File: src/rtl/np_pad_reader_if.sv
// np_pad_reader_if: picosoc iomem bus bundle between the CPU and the pad reader.
//
// Signals:
//   iomem_valid  master->slave  bus request
//   iomem_ready  slave->master  one-cycle acknowledge
//   iomem_wstrb  master->slave  byte write strobes, 0 = read
//   iomem_addr   master->slave  byte address
//   iomem_wdata  master->slave  write data
//   iomem_rdata  slave->master  read data, valid with iomem_ready
interface np_pad_reader_if;
  logic        iomem_valid;
  logic        iomem_ready;
  logic [3:0]  iomem_wstrb;
  logic [31:0] iomem_addr;
  logic [31:0] iomem_wdata;
  logic [31:0] iomem_rdata;

  modport master (
    output iomem_valid,
    output iomem_wstrb,
    output iomem_addr,
    output iomem_wdata,
    input  iomem_ready,
    input  iomem_rdata
  );

  modport slave (
    input  iomem_valid,
    input  iomem_wstrb,
    input  iomem_addr,
    input  iomem_wdata,
    output iomem_ready,
    output iomem_rdata
  );
endinterface

File: src/rtl/np_pad_reader.sv
// np_pad_reader: memory-mapped game-pad reader for the NinPortable SoC.
//
// Periodically scans an 8-button serial shift-register pad (latch / clock / data),
// keeps the last completed frame as the button state and raises a level interrupt
// when a frame differs from the previous one.
//
// Register window (16 bytes at BASE_ADDR):
//   0x0 STATUS     RO  [7:0] buttons (1 = pressed), [8] valid, [9] pending
//   0x4 CTRL       RW  [0] enable, [1] irq_en
//   0x8 CLEAR      WO  any write clears pending, reads 0
//   0xC SCAN_COUNT RO  [15:0] completed frames (wrapping)
//
// Ports:
//   CLK        core clock, rising edge
//   RST        synchronous active-low reset
//   bus        iomem slave (valid/ready/wstrb/addr/wdata/rdata)
//   PAD_LATCH  pad latch, active high
//   PAD_CLK    pad shift clock
//   PAD_DATA   pad serial data, low = pressed, asynchronous
//   irq        level interrupt (pending & irq_en), registered
module np_pad_reader #(
  parameter logic [31:0] BASE_ADDR     = 32'h0300_0000,
  parameter logic [15:0] HALF_PERIOD   = 16'd300,
  parameter logic [23:0] POLL_INTERVAL = 24'd200000
) (
  input  logic                  CLK,
  input  logic                  RST,
  np_pad_reader_if.slave        bus,
  output logic                  PAD_LATCH,
  output logic                  PAD_CLK,
  input  logic                  PAD_DATA,
  output logic                  irq
);

  typedef enum logic [2:0] {
    StIdle,
    StLatch,
    StShiftHi,
    StShiftLo,
    StDone
  } state_e;

  // Terminal counts for each phase; the counter always runs from 0.
  localparam logic [23:0] PollLast  = POLL_INTERVAL - 24'd1;
  localparam logic [23:0] LatchLast = {7'd0, HALF_PERIOD, 1'b0} - 24'd1;
  localparam logic [23:0] HalfLast  = {8'd0, HALF_PERIOD} - 24'd1;

  // Scan engine state
  state_e      state_q;
  logic [23:0] cnt_q;
  logic [2:0]  idx_q;
  logic [7:0]  new_q;
  logic        latch_q;
  logic        pad_clk_q;

  // Pad data synchronizer
  logic        pad_meta_q;
  logic        pad_sync_q;

  // Software-visible registers
  logic        enable_q;
  logic        irq_en_q;
  logic        pending_q;
  logic        valid_q;
  logic [7:0]  buttons_q;
  logic [15:0] scan_count_q;
  logic        irq_q;

  // Bus response registers
  logic        ready_q;
  logic [31:0] rdata_q;

  // Bus decode
  logic        hit;
  logic        accept;
  logic        wr;
  logic [1:0]  reg_sel;
  logic        ctrl_wr;
  logic        clear_wr;
  logic [31:0] rdata_d;

  // Frame completion
  logic        done;
  logic        changed;

  logic        unused_bus_bits;

  assign hit      = (bus.iomem_addr[31:4] == BASE_ADDR[31:4]);
  // Gating on ready_q makes back-to-back requests complete every other cycle.
  assign accept   = bus.iomem_valid && hit && !ready_q;
  assign wr       = accept && (bus.iomem_wstrb != 4'd0);
  assign reg_sel  = bus.iomem_addr[3:2];
  assign ctrl_wr  = wr && (reg_sel == 2'd1);
  assign clear_wr = wr && (reg_sel == 2'd2);

  assign done     = (state_q == StDone);
  assign changed  = (new_q != buttons_q);

  assign unused_bus_bits = ^{bus.iomem_wdata[31:2], bus.iomem_addr[1:0]};

  always_comb begin
    rdata_d = 32'd0;
    case (reg_sel)
      2'd0:    rdata_d = {22'd0, pending_q, valid_q, buttons_q};
      2'd1:    rdata_d = {30'd0, irq_en_q, enable_q};
      2'd2:    rdata_d = 32'd0;
      default: rdata_d = {16'd0, scan_count_q};
    endcase
  end

  // Register file, bus response, synchronizer and interrupt.
  always_ff @(posedge CLK) begin
    if (!RST) begin
      ready_q      <= 1'b0;
      rdata_q      <= 32'd0;
      enable_q     <= 1'b0;
      irq_en_q     <= 1'b0;
      pending_q    <= 1'b0;
      valid_q      <= 1'b0;
      buttons_q    <= 8'd0;
      scan_count_q <= 16'd0;
      irq_q        <= 1'b0;
      pad_meta_q   <= 1'b0;
      pad_sync_q   <= 1'b0;
    end else begin
      ready_q    <= accept;
      rdata_q    <= accept ? rdata_d : 32'd0;
      pad_meta_q <= PAD_DATA;
      pad_sync_q <= pad_meta_q;

      if (ctrl_wr) begin
        enable_q <= bus.iomem_wdata[0];
        irq_en_q <= bus.iomem_wdata[1];
      end

      if (done) begin
        buttons_q    <= new_q;
        valid_q      <= 1'b1;
        scan_count_q <= scan_count_q + 16'd1;
      end

      // A change detected on DONE takes priority over a simultaneous CLEAR.
      if (done && changed) begin
        pending_q <= 1'b1;
      end else if (clear_wr) begin
        pending_q <= 1'b0;
      end

      irq_q <= pending_q & irq_en_q;
    end
  end

  // Scan engine. Enable is only consulted in IDLE, so a frame in flight always
  // completes even if software disables the reader.
  always_ff @(posedge CLK) begin
    if (!RST) begin
      state_q   <= StIdle;
      cnt_q     <= 24'd0;
      idx_q     <= 3'd0;
      new_q     <= 8'd0;
      latch_q   <= 1'b0;
      pad_clk_q <= 1'b0;
    end else begin
      unique case (state_q)
        StIdle: begin
          if (!enable_q) begin
            cnt_q <= 24'd0;
          end else if (cnt_q == PollLast) begin
            cnt_q   <= 24'd0;
            latch_q <= 1'b1;
            state_q <= StLatch;
          end else begin
            cnt_q <= cnt_q + 24'd1;
          end
        end

        StLatch: begin
          if (cnt_q == LatchLast) begin
            // Bit 0 is on the data pin while the latch is high.
            cnt_q     <= 24'd0;
            new_q[0]  <= ~pad_sync_q;
            idx_q     <= 3'd1;
            latch_q   <= 1'b0;
            pad_clk_q <= 1'b1;
            state_q   <= StShiftHi;
          end else begin
            cnt_q <= cnt_q + 24'd1;
          end
        end

        StShiftHi: begin
          if (cnt_q == HalfLast) begin
            cnt_q     <= 24'd0;
            pad_clk_q <= 1'b0;
            state_q   <= StShiftLo;
          end else begin
            cnt_q <= cnt_q + 24'd1;
          end
        end

        StShiftLo: begin
          if (cnt_q == HalfLast) begin
            // Sample at the end of the low phase so the bit shifted on the
            // preceding rising edge has had a full period to cross the synchronizer.
            cnt_q        <= 24'd0;
            new_q[idx_q] <= ~pad_sync_q;
            if (idx_q == 3'd7) begin
              state_q <= StDone;
            end else begin
              idx_q     <= idx_q + 3'd1;
              pad_clk_q <= 1'b1;
              state_q   <= StShiftHi;
            end
          end else begin
            cnt_q <= cnt_q + 24'd1;
          end
        end

        StDone: begin
          cnt_q   <= 24'd0;
          state_q <= StIdle;
        end

        default: begin
          cnt_q     <= 24'd0;
          latch_q   <= 1'b0;
          pad_clk_q <= 1'b0;
          state_q   <= StIdle;
        end
      endcase
    end
  end

  assign bus.iomem_ready = ready_q;
  assign bus.iomem_rdata = rdata_q;
  assign PAD_LATCH       = latch_q;
  assign PAD_CLK         = pad_clk_q;
  assign irq             = irq_q;

endmodule

File: src/flat_wrapper.sv
// flat-port wrapper written by rule: the top's interface ports become plain ports
module np_pad_reader_flat 
#(
  parameter logic [31:0] BASE_ADDR     = 32'h0300_0000,
  parameter logic [15:0] HALF_PERIOD   = 16'd300,
  parameter logic [23:0] POLL_INTERVAL = 24'd200000
)
  (CLK, RST, PAD_LATCH, PAD_CLK, PAD_DATA, irq, bus_iomem_valid, bus_iomem_wstrb, bus_iomem_addr, bus_iomem_wdata, bus_iomem_ready, bus_iomem_rdata);
  np_pad_reader_if bus_i ();
  input  logic CLK;
  input  logic RST;
  output logic PAD_LATCH;
  output logic PAD_CLK;
  input  logic PAD_DATA;
  output logic irq;
  input wire logic [$bits(bus_i.iomem_valid)-1:0] bus_iomem_valid;
  input wire logic [$bits(bus_i.iomem_wstrb)-1:0] bus_iomem_wstrb;
  input wire logic [$bits(bus_i.iomem_addr)-1:0] bus_iomem_addr;
  input wire logic [$bits(bus_i.iomem_wdata)-1:0] bus_iomem_wdata;
  output wire logic [$bits(bus_i.iomem_ready)-1:0] bus_iomem_ready;
  output wire logic [$bits(bus_i.iomem_rdata)-1:0] bus_iomem_rdata;
  assign bus_i.iomem_valid = bus_iomem_valid;
  assign bus_i.iomem_wstrb = bus_iomem_wstrb;
  assign bus_i.iomem_addr = bus_iomem_addr;
  assign bus_i.iomem_wdata = bus_iomem_wdata;
  assign bus_iomem_ready = bus_i.iomem_ready;
  assign bus_iomem_rdata = bus_i.iomem_rdata;
  np_pad_reader #(.BASE_ADDR(BASE_ADDR), .HALF_PERIOD(HALF_PERIOD), .POLL_INTERVAL(POLL_INTERVAL)) u_core (.CLK(CLK), .RST(RST), .bus(bus_i), .PAD_LATCH(PAD_LATCH), .PAD_CLK(PAD_CLK), .PAD_DATA(PAD_DATA), .irq(irq));
endmodule
File: config.mk
export PLATFORM = sky130hd
export DESIGN_NAME = np_pad_reader_flat
export DESIGN_NICKNAME = d
export VERILOG_FILES = /design/src/rtl/np_pad_reader_if.sv /design/src/rtl/np_pad_reader.sv /design/src/flat_wrapper.sv
export SDC_FILE = /design/constraint.sdc
export NUM_CORES = 1
export LEC_CHECK = 0
export BUFFER_PORTS_ARGS = -buffer_cell sky130_fd_sc_hd__buf_2
export CORE_MARGIN = 1.5
export CORE_UTILIZATION = 25
export CTS_CLUSTER_DIAMETER = 40
export DETAILED_ROUTE_END_ITERATION = 6
export HOLD_SLACK_MARGIN = 0.06
export SETUP_SLACK_MARGIN = 0.02
export SLEW_MARGIN = 20
export SYNTH_ARGS = -nofsm -noshare
export SYNTH_HDL_FRONTEND = slang
export SYNTH_SLANG_ARGS = --single-unit
File: constraint.sdc
create_clock -name CLK -period 1.9 [get_ports CLK]
set_input_delay 0.38 -clock CLK [delete_from_list [all_inputs] [get_ports CLK]]
set_output_delay 0.38 -clock CLK [all_outputs]
set_load 0.02 [all_outputs]
**Word-level counts from Yosys, hierarchy flattened**

Index checks and enable logic that the tools add are counted.
W data, S select, Z words.

- Register bits after elaboration: 104
- Input port bits: 72
- Output and inout bits: 36
- Word-level logic and storage cells: 102

- Add/sub/neg operators: 3
- $lt $le $gt $ge: 2
- Equality and inequality tests: 18
- Muxes and demuxes: 34
- Bitwise logic cells: 4
- Reduce and logical (&&, ||, !) cells: 23

Operators by type and width:

| operator | number |
|---|---|
| $mux W24 | 4 |
| $pmux W24 S3 | 1 |
| $pmux W16 S3 | 1 |
| $eq A28 B22 Y1 const B | 1 |
| $mux W3 | 9 |
| $add A24 B1 Y24 const B | 1 |
| $eq A24 B10 Y1 const B | 1 |
| $eq A24 B18 Y1 const B | 1 |
| $eq A24 B9 Y1 const B | 1 |
| $add A16 B1 Y16 const B | 1 |
| $mux W1 | 12 |
| $pmux W3 S4 | 1 |
| $ne A2 B1 Y1 const B | 5 |
| $reduce_and A5 Y1 | 2 |
| $bwmux W8 | 1 |
| $ne A8 B8 Y1 | 1 |
| $reduce_and A4 Y1 | 2 |
| $logic_and A1 B1 Y1 | 7 |
| $eq A3 B2 Y1 const B | 2 |
| $eq A3 B3 Y1 const B | 2 |
| $pmux W3 S2 | 1 |
| $lt A3 B4 Y1 const B | 1 |
| $pmux W1 S4 | 1 |
| $reduce_and A2 Y1 | 2 |
| 19 further kinds | 23 |

**Depth between registers and ports, before layout**

- Word-level depth: 7
- Depth in mapped cells: 7
- Mapped depth without buffers: 7

**Least setup slack after synthesis**

No wires, ideal clock.

- Path type: reg-to-reg
- From: register u_core.cnt_q[0]
- To: register u_core.cnt_q[10]
- Library setup time: 0.115 ns
- Arrival time: 1.689 ns
- Data required time: 1.785 ns
- Path slack: 0.096 ns
- Stages on the path, launching flop included: 8
- Buffers on the path: 1
- Clock period less this slack: 1.804 ns
- Cell sequence: dfxtp_1 -> ha_1 -> and3b_1 -> and3_1 -> a211oi_4 -> a311oi_4 -> buf_6 -> nor2_1

- Word-level cells in the longest chain between the ends: 4
- Elaborated cells between the ends (all ways): 9
- Those cells by class: 1 x add/sub; 3 x eq/ne; 5 x mux

Ends and longest elaborated chain:

| item | line | RTL |
|---|---|---|
| start, declared | np_pad_reader.sv:50 | `logic [23:0] cnt_q;` |
| start signal, assigned | np_pad_reader.sv:173 | `cnt_q <= cnt_q + 24'd1;` |
| start signal, assigned | np_pad_reader.sv:187 | `cnt_q <= cnt_q + 24'd1;` |
| start signal, assigned | np_pad_reader.sv:197 | `cnt_q <= cnt_q + 24'd1;` |
| $add A24 B1 Y24 or $eq A24 B18 Y1 (tied branches) | -- |  |
| $mux W24 | np_pad_reader.sv:168 | `end else if (cnt_q == PollLast) begin` |
| $mux W24 | np_pad_reader.sv:166 | `if (!enable_q) begin` |
| $pmux W24 S3 (*) | np_pad_reader.sv:164 | `unique case (state_q)` |

Every way passes the cells marked *; elsewhere a longest branch is shown, timed or not.
A chain may end at the register's enable or synchronous reset.

**Worst setup path in the final report**

- From: register u_core.cnt_q[0]
- To: register u_core.cnt_q[3]

Same word-level chain as after synthesis.

==> insert_results.sql <==
INSERT INTO impl_metrics (metric_group, metric, value, unit) VALUES
('routing', 'drt-vias-per-instance', '4.40', ''),
('finish', 'layout_common_cells', 'dfxtp_1, buf_2, nor2_1', ''),
('synth', 'synthFlopType', 'dfxtp_1', ''),
('floorplan', 'core_region_area', '15900', 'um2'),
('global_routing', 'first_pass_grt_wire_length', '14200', 'um'),
('routing', 'antenna_violating_nets_post_route', '0', ''),
('synth', 'count_of_flip_flops_with_a_built_in_enable_after_synthesis', '0', ''),
('cts', 'ctsLongestPathBuffers', '2', ''),
('power_and_ir_drop', 'cellLeakagePower', '1.98', 'nW'),
('finish', 'area_growth', '30.1', '%'),
('global_routing', 'globalRouteOverflowTotal', '0', ''),
('synth', 'post_synth_inst_count', '453', ''),
('cts', 'cts_buffers', '9', ''),
('synth', 'ys_seq_area_frac', '0.434', ''),
('power_and_ir_drop', 'clock_power_share', '0.440', ''),
('global_routing', 'groute.usage.overall', '0.107', ''),
('cts', 'tritoncts_num_sinks', '88', ''),
('finish', 'nNetsFinal', '627', ''),
('synth', 'synth.cell_area', '4060', 'um2'),
('place', 'hpwlAfterDp', '6290', 'um'),
('power_and_ir_drop', 'power.sequential.fraction', '0.458', ''),
('power_and_ir_drop', 'switchingPower', '0.00109', 'W'),
('routing', 'num_vias', '3397', ''),
('synth', 'yosysUniqueCellTypes', '50', ''),
('timing', 'endpoints_failing_hold', '0', ''),
('routing', 'detail_route.drc_violations', '0', ''),
('power_and_ir_drop', 'power', '0.00419', 'W'),
('finish', 'fraction_of_final_layout_cells_with_drive_strength_greater_than_1', '0.282', ''),
('timing', 'setup-violations-final', '0', ''),
('floorplan', 'rows', '46', ''),
('place', 'finalWeightedCongestion', '0.742', ''),
('power_and_ir_drop', 'combinationalPowerShare', '0.103', ''),
('finish', 'layout.core_utilization', '0.332', ''),
('synth', 'synth_warnings', '0', ''),
('finish', 'final_cells', '772', ''),
('floorplan', 'io-pin-count', '108', ''),
('cts', 'clock_latency_reported_for_the_late_side_of_the_worst_skew_pair', '0.34', 'ns'),
('job', 'max_cap_violations', '0', ''),
('floorplan', 'initial_core_util', '0.256', ''),
('global_routing', 'grt_start_max_net_pins', '41', ''),
('cts', 'cts-htree-levels', '3', ''),
('finish', 'final_common_cell', 'dfxtp_1', ''),
('routing', 'drt_pass1_iterations', '4', ''),
('global_routing', 'first_global_vias', '3000', ''),
('finish', 'antenna-diode-count', '0', ''),
('power_and_ir_drop', 'p_int', '0.00310', 'W'),
('synth', 'synth_top_area_share', '0.434', ''),
('synth', 'netlist_top_cells_area', 'dfxtp_1, xnor2_1, xor2_1', ''),
('routing', 'drt-total-wl', '8880', 'um'),
('critical_path', 'timing.setup.critical_path_class', 'flop to flop', ''),
('cts', 'cts_clk_pin_slew_worst_paths', '0.06', 'ns'),
('floorplan', 'fp.dieArea', '17000', 'um2'),
('timing', 'period_needed', '1.81', 'ns'),
('floorplan', 'die_y', '130', 'um'),
('synth', 'synth-seq-cells', '88', ''),
('cts', 'clock-root-buffer', 'clkbuf_16', ''),
('timing', 'peak_freq', '552', 'MHz'),
('critical_path', 'setup.reg_to_reg.worst_slack', '0.09', 'ns'),
('status', 'status', 'complete, no violations', ''),
('routing', 'drtIter0Drc', '121', ''),
('routing', 'drt-wirelength-per-cell', '11.5', 'um'),
('critical_path', 'max_fanout_on_critical_path', '24', ''),
('critical_path', 'crit_path_start_kind', 'flop', ''),
('place', 'numPortBuffers', '59', ''),
('timing', 'grt_setup_unrepaired', 'yes', ''),
('power_and_ir_drop', 'switching_share', '0.260', ''),
('timing', 'layout_worst_path_cycle_share', '0.954', ''),
('timing', 'slew_viol_final', '0', ''),
('floorplan', 'die_w', '130', 'um'),
('timing', 'totalNegativeSetupSlack', '0', 'ns'),
('critical_path', 'worstPathRequired', '2.13', 'ns'),
('finish', 'layout.filler_cells', '1674', ''),
('min_path', 'hold_path_class', 'input pin to flop', ''),
('global_routing', 'initial_antenna_violation_count', '0', ''),
('synth', 'synth_top_cell_by_area', 'dfxtp_1', ''),
('critical_path', 'cp-end-kind', 'flop', ''),
('power_and_ir_drop', 'irDropWorstVdd', '508', 'uV'),
('cts', 'clock_tree_from_tritoncts', 'built', ''),
('power_and_ir_drop', 'power_per_cell_area', '793', 'nW/um2'),
('place', 'instance_count_after_placement_with_tap_cells_included', '751', ''),
('timing', 'finalClockSkew', '0.00558', 'ns'),
('synth', 'post_synth.cell_area_avg', '8.96', 'um2'),
('synth', 'synth-async-reset-ratio', '0', ''),
('critical_path', 'critical_path_arrival', '2.05', 'ns');
sequential cells by signal (all words and copies together) (netlist names), 3 cells and up:
signal / flops
u_core.bus.iomem_rdata: 16
u_core.buttons_q: 8
u_core.cnt_q: 24
u_core.idx_q: 3
u_core.new_q: 8
u_core.scan_count_q: 16
u_core.state_q: 3
critical path: stages, from the launching register on:
cell      delay (ns)
dfxtp_1         0.37
ha_4            0.17
and3b_2         0.23
and3_1          0.21
a211oi_4        0.09
a311oi_4        0.34
buf_12          0.21
nor2_1          0.06
final timing paths:
kind,end,cells past startpoint,from
min,u_core.pad_meta_q,2,PAD_DATA
max,u_core.cnt_q[3],7,u_core.cnt_q[0]
min reg2reg,u_core.pad_sync_q,1,u_core.pad_meta_q
max reg2reg,u_core.cnt_q[3],7,u_core.cnt_q[0]
through the flow:
step / instance area [um2] / setup slack, ns / hold WS, ns
CTS: 5160 / 0.0227 / 0.224
finish: 5280 / 0.0883 / 0.237
floorplan: 4120 / 0.0964 / 0.412
global placement: 4810 / 0.00154 / 0.415
detailed placement: 4810 / -0.0283 / 0.419
global route: 5280 / -0.0164 / 0.236
layer usage:
| metal | vias to the layer above | share of wire | global-route usage |
|---|---|---|---|
| li1 | 1782 | - | - |
| met4 | 0 | 0.012 | 0.0504 |
| met5 | - | 0 | 0 |
| met3 | 5 | 0.027 | 0.0285 |
| met1 | 1564 | 0.47 | 0.128 |
| met2 | 46 | 0.49 | 0.178 |
cell usage after synthesis, types with 2 or more instances:
library cell	number
buf_6	2
nor2_1	46
or3_1	3
and2_1	11
nand2_1	42
nor3b_1	2
mux2_2	2
xor2_1	20
o21ai_0	9
nand4_1	19
buf_4	17
a31oi_1	5
nand3_1	21
and3_1	11
o41ai_1	2
a22oi_1	2
nor3_1	13
ha_1	4
xnor2_1	22
inv_1	8
a211oi_1	2
nor4_1	14
a22o_1	8
nor4b_1	4
clkbuf_1	9
and4_1	7
and3b_1	2
a21oi_1	24
dfxtp_1	88
buf_2	3
nand2b_1	4
nor4_2	4
nor2b_1	6
kinds of logic (layout without fill, tap and decap cells):
kind of cell,after synthesis,count (layout),synth area share
flip-flops,88,88,0.434
multiplexers,2,2,0.00555
AND/OR/NAND/NOR,217,217,0.299
other,1,16,0.000924
AO/OA/AOI/OAI,60,60,0.101
adder cells (fa/ha/maj),4,4,0.0123
XOR/XNOR,42,42,0.0906
buffers and inverters,39,127,0.0564
power by group through the flow:
stage	sequential [W]	clock, W	combinational (W)
3_3_place_gp	0.00196	0	0.000424
4_1_cts	0.00191	0.00190	0.000425
3_5_place_dp	0.00196	0	0.000420
6_report	0.00192	0.00184	0.000430
5_1_grt	0.00192	0.00197	0.000467
2_1_floorplan	0.00194	0	0.000304
cell type report:
cell class,instances,area (um2),area share
Inverter,8,30.0,0.00569
Clock inverter,7,85.1,0.0161
Sequential cell,88,1770,0.335
Tap cell,216,270,0.0512
Clock buffer,9,225,0.0427
Timing Repair Buffer,103,667,0.126
Multi-Input combinational cell,341,2230,0.423
what timing repair did:
| item | CTS | global route |
|---|---|---|
| endpoints found under the setup margin | 24 | 36 |
| hold buffers | 0 | 0 |
| buffers inserted | 1 | 4 |
| pin swaps | 0 | 4 |
| gates resized for setup | 5 | 23 |
| endpoints found under the hold margin | 0 | 0 |
(Power assumes the default switching activity.)
